<file path="config.mk">
export PLATFORM = sky130hd
export DESIGN_NAME = regfile_scoreboard
export DESIGN_NICKNAME = d
export VERILOG_FILES = /design/src/rtl/regfile_scoreboard.sv
export SDC_FILE = /design/constraint.sdc
export NUM_CORES = 1
export LEC_CHECK = 0
export ABC_AREA = 0
export ABC_CLOCK_PERIOD_IN_PS = 12100
export CAP_MARGIN = 30
export CORE_MARGIN = 2
export CORE_UTILIZATION = 60
export DETAILED_ROUTE_END_ITERATION = 6
export PLACE_DENSITY = 0.86
export SLEW_MARGIN = 20
export SYNTH_ARGS = -nofsm -noshare
export SYNTH_HDL_FRONTEND = slang
export SYNTH_SLANG_ARGS = --single-unit
</file>
<file path="constraint.sdc">
create_clock -name clk -period 12.1 [get_ports clk]
set_clock_uncertainty 0.15 [all_clocks]
set_input_delay 3.025 -clock clk [delete_from_list [all_inputs] [get_ports clk]]
set_output_delay 3.025 -clock clk [all_outputs]
set_load 0.005 [all_outputs]
</file>
<file path="src/rtl/regfile_scoreboard.sv">
// Issue-side RAW/WAW hazard scoreboard for the 32-entry integer register file.
// Optional macro SB_WAW_STALL_EN: allow at most one in-flight write per register.
module regfile_scoreboard #(
    parameter int NREGS = 32,
    parameter int AW    = 5,
    parameter int CW    = 2,
    parameter int TW    = 7
) (
    input  logic             clk,
    input  logic             reset,
    input  logic             issue_valid,
    output logic             issue_ready,
    input  logic [AW-1:0]    issue_rs1,
    input  logic [AW-1:0]    issue_rs2,
    input  logic [AW-1:0]    issue_rd,
    input  logic             issue_wen,
    input  logic             wb_valid,
    input  logic [AW-1:0]    wb_rd,
    input  logic             flush,
    output logic [NREGS-1:0] busy_mask,
    output logic [TW-1:0]    total_pending,
    output logic             draining,
    output logic             wb_underflow
);

    typedef enum logic {RUN, DRAIN} state_t;

    localparam logic [CW-1:0] CNT_MAX = '1;

    logic [CW-1:0] cnt_q [NREGS];
    logic [CW-1:0] cnt_d [NREGS];
    logic [TW-1:0] total_q, total_d;
    logic          uf_q, uf_d;
    state_t        state_q, state_d;

    logic raw_hz, sat, fire, inc_any, dec_any, uf_hit;

    // Hazards look only at registered counters; a same-cycle writeback is not bypassed.
    assign raw_hz = (issue_rs1 != '0 && cnt_q[issue_rs1] != '0) ||
                    (issue_rs2 != '0 && cnt_q[issue_rs2] != '0);

`ifdef SB_WAW_STALL_EN
    assign sat = issue_wen && issue_rd != '0 && cnt_q[issue_rd] != '0;
`else
    assign sat = issue_wen && issue_rd != '0 && cnt_q[issue_rd] == CNT_MAX;
`endif

    assign issue_ready = (state_q == RUN) && !flush && !raw_hz && !sat && !reset;
    assign fire        = issue_valid && issue_ready;
    assign inc_any     = fire && issue_wen && issue_rd != '0;
    assign dec_any     = wb_valid && wb_rd != '0 && cnt_q[wb_rd] != '0;
    assign uf_hit      = wb_valid && wb_rd != '0 && cnt_q[wb_rd] == '0;

    always_comb begin
        for (int i = 0; i < NREGS; i++) begin
            cnt_d[i] = cnt_q[i];
            if (i != 0) begin
                if (inc_any && issue_rd == AW'(i) && !(dec_any && wb_rd == AW'(i)))
                    cnt_d[i] = cnt_q[i] + CW'(1);
                else if (dec_any && wb_rd == AW'(i) && !(inc_any && issue_rd == AW'(i)))
                    cnt_d[i] = cnt_q[i] - CW'(1);
            end
        end
        cnt_d[0] = '0;
    end

    always_comb begin
        total_d = total_q;
        if (inc_any && !dec_any)
            total_d = total_q + TW'(1);
        else if (dec_any && !inc_any)
            total_d = total_q - TW'(1);
        uf_d = uf_q | uf_hit;
    end

    // Flush drains everything already issued; DRAIN exits one cycle after the count hits zero.
    always_comb begin
        state_d = state_q;
        case (state_q)
            RUN: begin
                if (flush && (total_q != '0 || total_d != '0))
                    state_d = DRAIN;
            end
            DRAIN: begin
                if (total_q == '0)
                    state_d = RUN;
            end
            default: state_d = RUN;
        endcase
    end

    always_ff @(posedge clk) begin
        if (reset) begin
            for (int i = 0; i < NREGS; i++)
                cnt_q[i] <= '0;
            total_q <= '0;
            uf_q    <= 1'b0;
            state_q <= RUN;
        end else begin
            for (int i = 0; i < NREGS; i++)
                cnt_q[i] <= cnt_d[i];
            total_q <= total_d;
            uf_q    <= uf_d;
            state_q <= state_d;
        end
    end

    always_comb begin
        busy_mask = '0;
        for (int i = 1; i < NREGS; i++)
            busy_mask[i] = (cnt_q[i] != '0);
    end

    assign total_pending = total_q;
    assign draining      = (state_q == DRAIN);
    assign wb_underflow  = uf_q;

endmodule

</file>
==> results.yml, run 1 <==
critical_path:
  crit_buf_inv: 2
  crit_family: "buffers and inverters"
  r2r.worst_path.cells: 11
  path_cells: "clkdlybuf4s50_1, nor3_1, a211oi_1, a211oi_1, o32ai_1, or4_1, a21oi_1, clkdlybuf4s50_1"
  path_depth: 8
  worstPathArrival_ns: 6.20
  crit_fanout: 18
  crit_path_max_incr_delay_ns: 0.78
  cp_slowest_cell: "clkdlybuf4s50_1"
  crit_path_end_kind: "primary output"
  crit_type: "primary input to primary output"
  cp_data_required_time_ns: 8.92
  startpoint_type: "primary input"
global_route:
  grt_pass1_vias: 5184
  grt_pass1_wl_mm: 26.4
  grt_max_degree: 73
  antenna_found_initial: 0
  grtUsageTotal_pct: 34.0
  grt-ovfl-total: 0
logic_synthesis:
  synth.most_common_cell: "nor2_1"
  synth_edf_count: 0
  synth-xor-area-share_pct: 10.3
  synthesis.nets: 730
  syn-instance-count: 671
  muxShareOfSynthArea_pct: 12.0
  synth-warning-count: 0
  ys_seq_area_share_pct: 25.7
  synth_top_family_by_area: "simple AND/OR/NAND/NOR gates"
  synthesis.area_um2: 5530
  ys.flop_type: "dfxtp_1"
  synth_adder_area_share_pct: 7.47
  synth_area_per_cell_um2: 8.24
  synth-compound-area-share_pct: 14.4
  yosys-top-cells-count: "96 x nor2_1, 71 x dfxtp_1, 65 x xor2_1"
  synth.top_cells.by_area: "dfxtp_1 26%, xor2_1 10%, mux4_2 10%"
  ys_types: 65
  ys_ff_latch: 71
  async_flop_share_pct: 0
  synth_top_cell_area_share_pct: 25.7
  synthSimpleGateAreaFrac_pct: 24.7
  synth_area_leader_cell: "dfxtp_1"
placed_design:
  port_buffers: 66
  place_congestion: 0.969
  dp_hpwl_mm: 12.5
  placed_cells: 817
detailed_routing:
  drc: 0
  wl_per_cell_um: 20.3
  postRouteAntennaNets: 0
  routed_wl_mm: 16.9
  drt_iter0_drc: 487
  drt-vias-per-instance: 6.59
  vias: 5495
  dr.pass1.iters: 5
timing:
  finalSetupViolCount: 0
  maxSlewViolCount: 0
  min_period_over_period_pct: 77.5
  period_minus_slack_ns: 9.38
  rsz0062_at_grt: "false"
  timing.fmax_mhz: 107
  fin_tns_setup_ns: 0
  slew_headroom_pct: 47.9
  finalHoldViolCount: 0
  tightest_slew_ns: 0.781
finish:
  num-nets-final: 777
  area_delta_synth_final_pct: 15.8
  n_antenna_cell: 0
  regArea_um2: 1420
  final_layout_size_suffix_gt1_share_pct: 9.41
  stdcell_count: 834
  final.fill_count: 728
  multi_input_area_um2: 3820
clock_tree:
  cts_root_buf: "clkbuf_8"
  cts_buffers: 9
  postCtsSetupRepairBufs: 0
  numClockSinks: 71
  path_clk_slew_ns: 0.07
  htreeDepth: 3
  clockBufferDepth: 2
  post_cts_resized: 0
  cts_tree: "yes"
  clkLatencyLatePin_ns: 0.37
  ctsHoldBuffers: 0
power_and_ir_drop:
  cellPowerDensity_nw_per_um2: 84.7
  total_power_mw: 0.542
  irDropWorstVdd_mv: 0.0675
  p_leak_nw: 2.65
floorplan:
  dieArea_um2: 10000
  coreArea_um2: 9060
  rows: 35
  die_width_um: 100
  start_util_pct: 61.0
  pin_count: 68
  die_h_um: 100
hold_path:
  hold_class: "flop to flop"
  whs_path_depth: 2
outcome:
  status: "finished, final reports clean"
job:
  drv_cap: 0
## logic make-up (layout without fill, tap and decap cells)
| logic type | count (synthesis) | in the layout |
|---|---|---|
| other cells | 1 | 1 |
| xor+xnor | 65 | 65 |
| simple gates | 274 | 274 |
| buf+inv | 65 | 117 |
| flops | 71 | 71 |
| fa+ha+maj | 33 | 33 |
| mux | 33 | 33 |
| compound gates | 129 | 129 |
## final timing paths
path                       end          from  slack [ns]
hold reg to reg   wb_underflow  wb_underflow        0.35
hold / removal    wb_underflow  wb_underflow        0.35
setup / recovery   issue_ready  issue_rs2[2]        2.72
setup reg to reg  cnt_q[17][1]  cnt_q[20][0]        7.74
## registers in the layout (all words and copies together), names as in the netlist
name and cells:
cnt_q 62, total_pending 7, wb_underflow 1, draining 1
## cell usage in the layout, fill, tap and decap left out, drive strengths merged, types with 3 or more instances in the layout
| cell type | n |
|---|---|
| buf | 7 |
| nand3b | 5 |
| o22ai | 4 |
| a22o | 3 |
| nor2 | 97 |
| a2111oi | 3 |
| o211a | 3 |
| or3 | 33 |
| a21oi | 47 |
| xor2 | 65 |
| clkbuf | 10 |
| a221oi | 4 |
| nor2b | 16 |
| mux2 | 5 |
| nand2b | 7 |
| nor4 | 4 |
| a211oi | 10 |
| nand2 | 41 |
| nand3 | 9 |
| nor3 | 26 |
| mux4 | 26 |
| o21ai | 38 |
| o21a | 3 |
| dfxtp | 71 |
| ha | 33 |
| and3 | 7 |
| and2 | 4 |
| inv | 33 |
| nor3b | 5 |
| or2 | 8 |
| nand4 | 3 |
| clkdlybuf4s50 | 65 |
## per-layer routing
layer	vias to the layer above	track usage, %	part of all wire, %
met5	-	0	0
met4	0	12.2	2.9
met3	52	8.43	11
met2	329	56.0	48
met1	2634	43.5	39
li1	2480	-	-
## power breakdown
group | total [mW] | internal [mW] | leakage (nW) | switching [mW]
clock network | 0.208 | 0.104 | 0.104 | 0.104
logic | 0.0898 | 0.0402 | 1.97 | 0.0496
registers | 0.244 | 0.238 | 0.573 | 0.00638
## worst register-to-register path, delay by kind of cell (launching register included)
family | cells | cell delay, ns
multiplexers | 1 | 0.49
AND/OR/NAND/NOR | 6 | 2.48
AO/OA/AOI/OAI | 3 | 0.48
adder cells (fa/ha/maj) | 1 | 0.31
flip-flops | 1 | 0.38
## cell type report
type	instances	share of cell area, %
Tap cell	111	2.17
Sequential cell	71	22.2
Clock inverter	6	1.13
Timing Repair Buffer	72	11.0
Clock buffer	10	2.15
Inverter	29	1.70
Multi-Input combinational cell	535	59.6
## through the flow
stage | hold WS, ns | setup WS [ns] | cell area (um^2) | utilization [%]
after CTS | 0.339 | 2.74 | 6390 | 70.5
after global placement | 0.309 | 2.80 | 6170 | 68.1
after global routing | 0.369 | 2.52 | 6400 | 70.6
final | 0.348 | 2.72 | 6400 | 70.6
after floorplan | 0.310 | 4.21 | 5530 | -
after detailed placement | 0.318 | 2.74 | 6180 | 68.2
No activity file was read; power rests on OpenSTA's default activity.
==> run 2: changes to the inputs <==
Settings changed: ABC_CLOCK_PERIOD_IN_PS 12100 to 9700, CORE_UTILIZATION 60 to 57, PLACE_DENSITY 0.86 to 0.82.
Clock period 12.1 ns to 9.7 ns, I/O delays scaled along.
==> results.yml, run 2 (synthesized netlist as in run 1, its figures left out) <==
floorplan:
  start_util_pct: 59.2
  die_h_um: 102
  pin_count: 68
  rows: 35
  coreArea_um2: 9330
  dieArea_um2: 10500
  die_width_um: 102
critical_path:
  r2r_start: "cnt_q[20][0]"
  crit_path_end_kind: "primary output"
  worstPathArrival_ns: 5.63
  crit_family: "buffers and inverters"
  crit_path_max_incr_delay_ns: 0.70
  crit_fanout: 14
  startpoint: "issue_rs1[2]"
  startpoint_type: "primary input"
  r2r_slack_ns: 5.40
  cp_slowest_cell: "or4_1"
  r2r.worst_path.cells: 11
  path_cells: "clkdlybuf4s50_1, nor3_1, a21oi_1, mux4_2, a32o_1, or4_1, a21oi_1, clkdlybuf4s50_1"
  crit_buf_inv: 2
  path_depth: 8
  r2r-end: "cnt_q[18][1]"
  cp_data_required_time_ns: 7.13
  crit_type: "primary input to primary output"
detailed_routing:
  wl_per_cell_um: 20.7
  drt_iter0_drc: 530
  drc: 0
  dr.pass1.iters: 5
  routed_wl_mm: 17.6
  vias: 5511
  postRouteAntennaNets: 0
  drt-vias-per-instance: 6.47
power_and_ir_drop:
  irDropWorstVdd_mv: 0.0756
  total_power_mw: 0.660
  cellPowerDensity_nw_per_um2: 103
  p_leak_nw: 2.63
timing:
  period_minus_slack_ns: 8.20
  timing.fmax_mhz: 122
  finalSetupViolCount: 0
  tightest_slew_ns: 0.782
  finalHoldViolCount: 0
  slew_headroom_pct: 47.9
  maxSlewViolCount: 0
  holdWs_ns: 0.366
  min_period_over_period_pct: 84.6
  fin_ws_ns: 1.50
  rsz0062_at_grt: "false"
  fin_tns_setup_ns: 0
clock_tree:
  cts_tree: "yes"
  postCtsSetupRepairBufs: 0
  cts_buffers: 9
  clockBufferDepth: 2
  numClockSinks: 71
  htreeDepth: 3
  ctsHoldBuffers: 0
  cts_root_buf: "clkbuf_8"
  post_cts_resized: 0
  path_clk_slew_ns: 0.09
  clkLatencyLatePin_ns: 0.36
placed_design:
  placed_area_um2: 6200
  dp_hpwl_mm: 13.2
  place_ws_ns: 1.56
  place_congestion: 1.02
  placed_cells: 835
  port_buffers: 66
finish:
  largest_reg_flops: 62
  area_delta_synth_final_pct: 15.9
  fin_util_pct: 68.7
  n_antenna_cell: 0
  regArea_um2: 1420
  layout_common_cells: "96 x nor2_1, 71 x dfxtp_1, 65 x xor2_1, 65 x clkdlybuf4s50_1, 46 x a21oi_1"
  num-nets-final: 777
  final_common_cell: "nor2_1"
  final.fill_count: 807
  fin_area_um2: 6400
  multi_input_area_um2: 3820
  top_register: "cnt_q"
  final_layout_size_suffix_gt1_share_pct: 9.41
  stdcell_count: 852
job:
  drv_cap: 0
global_route:
  grtUsageTotal_pct: 34.4
  grt-ovfl-total: 0
  grt_pass1_vias: 5158
  antenna_found_initial: 1
  grt_pass1_wl_mm: 27.2
  grt_max_degree: 73
hold_path:
  whs_path_depth: 2
  hold_class: "flop to flop"
  hp-start: "wb_underflow"
  hold_end: "wb_underflow"
outcome:
  status: "finished, final reports clean"
==> run 2: cell count changes in the layout (fill, tap and decap cells not counted) <==
cell | before | now
clkinvlp_4 | 1 | 3
inv_6 | 4 | 2
bufinv_16 | 1 | 0
clkbuf_8 | 10 | 11
==> run 2: how the worst max path moves through the flow <==
stage | to
after floorplan | issue_ready
after global placement | issue_ready
after detailed placement | issue_ready
after CTS | issue_ready
after global routing | issue_ready
final | issue_ready
==> run 2: routing by layer <==
layer	global-route usage, %	wire length [um]	part of all wire [%]	vias up
met2	52.3	7680	44	362
met4	13.9	726	4.1	2
li1	-	-	-	2474
met1	46.3	7010	40	2594
met3	9.64	2180	12	79
met5	0	15	0.085	-
==> run 2: worst reg2reg max path, cell delays in order (launching register included) <==
cell and delay [ns]:
dfxtp_1 0.36, nor2_1 0.36, a21oi_1 0.12, mux4_2 0.47, a32o_1 0.21, or4_1 0.70
nor2_1 0.42, and3_1 0.36, nor2b_1 0.26, ha_1 0.30, or3_1 0.37, a21oi_1 0.15
==> run 2: power by group <==
part	total (mW)	internal, mW	switching [mW]
sequential	0.305	0.297	0.00837
combinational	0.113	0.0501	0.0625
clock	0.242	0.109	0.133
total	0.660	0.456	0.204
==> run 2: final cells by class <==
class / instances / area share [%]
Multi-Input combinational cell: 535 / 59.6
Tap cell: 129 / 2.52
Sequential cell: 71 / 22.2
Inverter: 29 / 1.70
Clock inverter: 5 / 0.625
Clock buffer: 11 / 2.36
Timing Repair Buffer: 72 / 11.0
==> run 3: changes to the inputs <==
Settings changed: ABC_CLOCK_PERIOD_IN_PS 9700 to 6700, CORE_UTILIZATION 57 to 51, PLACE_DENSITY 0.82 to 0.78.
Clock period 9.7 ns to 6.7 ns, I/O delays scaled along.
==> results.yml, run 3 (synthesized netlist as in run 1, its figures left out) <==
critical_path:
  startpoint: "issue_rs2[2]"
  r2r_start: "cnt_q[20][0]"
  r2r_slack_ns: 2.46
  crit_type: "primary input to primary output"
  endpoint: "issue_ready"
  cp_data_required_time_ns: 4.88
  crit_path_end_kind: "primary output"
  startpoint_type: "primary input"
  r2r-end: "cnt_q[16][1]"
  r2r.worst_path.cells: 12
  worstPathArrival_ns: 4.61
  crit_fanout: 18
detailed_routing:
  vias: 5361
  dr.pass1.iters: 5
  drt_iter0_drc: 441
  wl_per_cell_um: 19.7
  routed_wl_mm: 17.2
  drt-vias-per-instance: 6.13
  postRouteAntennaNets: 0
  drc: 0
timing:
  period_minus_slack_ns: 6.43
  fin_tns_setup_ns: 0
  tightest_slew_ns: 0.757
  finalSetupViolCount: 0
  timing.fmax_mhz: 155
  maxSlewViolCount: 0
  finalHoldViolCount: 0
  slew_headroom_pct: 49.6
  rsz0062_at_grt: "false"
  fin_ws_ns: 0.267
  min_period_over_period_pct: 96.0
floorplan:
  die_width_um: 108
  dieArea_um2: 11700
  die_h_um: 108
  rows: 38
  start_util_pct: 51.7
  coreArea_um2: 10700
  pin_count: 68
hold_path:
  hold_class: "flop to flop"
clock_tree:
  cts_tree: "yes"
  cts_root_buf: "clkbuf_8"
  htreeDepth: 3
  clkLatencyLatePin_ns: 0.38
  path_clk_slew_ns: 0.08
  post_cts_resized: 0
  numClockSinks: 71
  cts_buffers: 9
  ctsHoldBuffers: 0
  postCtsSetupRepairBufs: 0
  clockBufferDepth: 2
power_and_ir_drop:
  irDropWorstVdd_mv: 0.167
  cellPowerDensity_nw_per_um2: 151
  p_leak_nw: 2.70
placed_design:
  dp_hpwl_mm: 12.8
  place_congestion: 0.974
  placed_cells: 858
  port_buffers: 66
  place_ws_ns: 0.353
finish:
  final_common_cell: "nor2_1"
  largest_reg_flops: 62
  layout_common_cells: "96 x nor2_1, 71 x dfxtp_1, 65 x xor2_1, 65 x clkdlybuf4s50_1, 46 x a21oi_1"
  num-nets-final: 788
  stdcell_count: 874
  area_delta_synth_final_pct: 17.9
  top_register: "cnt_q"
  final_layout_size_suffix_gt1_share_pct: 10.6
  n_antenna_cell: 0
global_route:
  grt-ovfl-total: 0
  antenna_found_initial: 0
  grt_max_degree: 72
  grt_pass1_vias: 5288
  grt_pass1_wl_mm: 27.0
  grtUsageTotal_pct: 30.3
outcome:
  status: "finished, final reports clean"
job:
  drv_cap: 0
## run 3: changes by cell type in the layout (fill, tap and decap cells not counted), sizes merged
cell | before | now
clkinv | 0 | 2
buf | 7 | 18
clkbuf | 11 | 13
inv | 31 | 29
clkinvlp | 3 | 0
bufinv | 0 | 1
## run 3: final cells by class
type,count,area (um^2)
repair buffers,83,783
clock inverters,3,40.0
inverters,29,109
multi-input cells,535,3820
flip-flops and latches,71,1420
fillers,982,4180
well taps,140,175
clock buffers,13,169
## run 3: how the worst min path moves through the flow
stage	slack [ns]	to	startpoint	depth (start not counted)
after global routing	0.37	wb_underflow	wb_underflow	2
after detailed placement	0.32	wb_underflow	wb_underflow	2
after global placement	0.32	wb_underflow	wb_underflow	2
after CTS	0.34	wb_underflow	wb_underflow	2
final	0.35	wb_underflow	wb_underflow	2
after floorplan	0.31	wb_underflow	wb_underflow	2
## run 3: worst max-delay path: stages
cell	delay, ns
clkdlybuf4s50_1	0.76
nor3_1	0.29
a211oi_1	0.08
a211oi_1	0.36
o32ai_1	0.13
or4_1	0.55
a21oi_1	0.22
clkdlybuf4s50_1	0.55
## run 3: routing by layer
metal	vias to the layer above	part of all wire, %	GRT usage [%]
met2	275	45	48.1
met5	-	0	0
met1	2538	41	38.7
met3	50	11	8.50
met4	0	3.3	13.2
li1	2498	-	-
## run 3: report_power, final
group | leakage, nW | internal (mW) | switching, mW | total (mW)
clock | 0.109 | 0.202 | 0.175 | 0.377
combinational | 2.02 | 0.0767 | 0.0899 | 0.167
sequential | 0.573 | 0.430 | 0.0118 | 0.441
total | 2.70 | 0.708 | 0.277 | 0.985
## run 3: per-stage QoR
stage | util (%) | power (mW) | hold slack (ns) | instance area (um^2)
global route | 60.9 | 1.02 | 0.372 | 6510
floorplan | - | 0.548 | 0.310 | 5530
global placement | 58.9 | 0.611 | 0.319 | 6300
detailed placement | 58.9 | 0.614 | 0.316 | 6300
finish | 60.9 | 0.985 | 0.347 | 6510
CTS | 60.9 | 0.984 | 0.337 | 6510
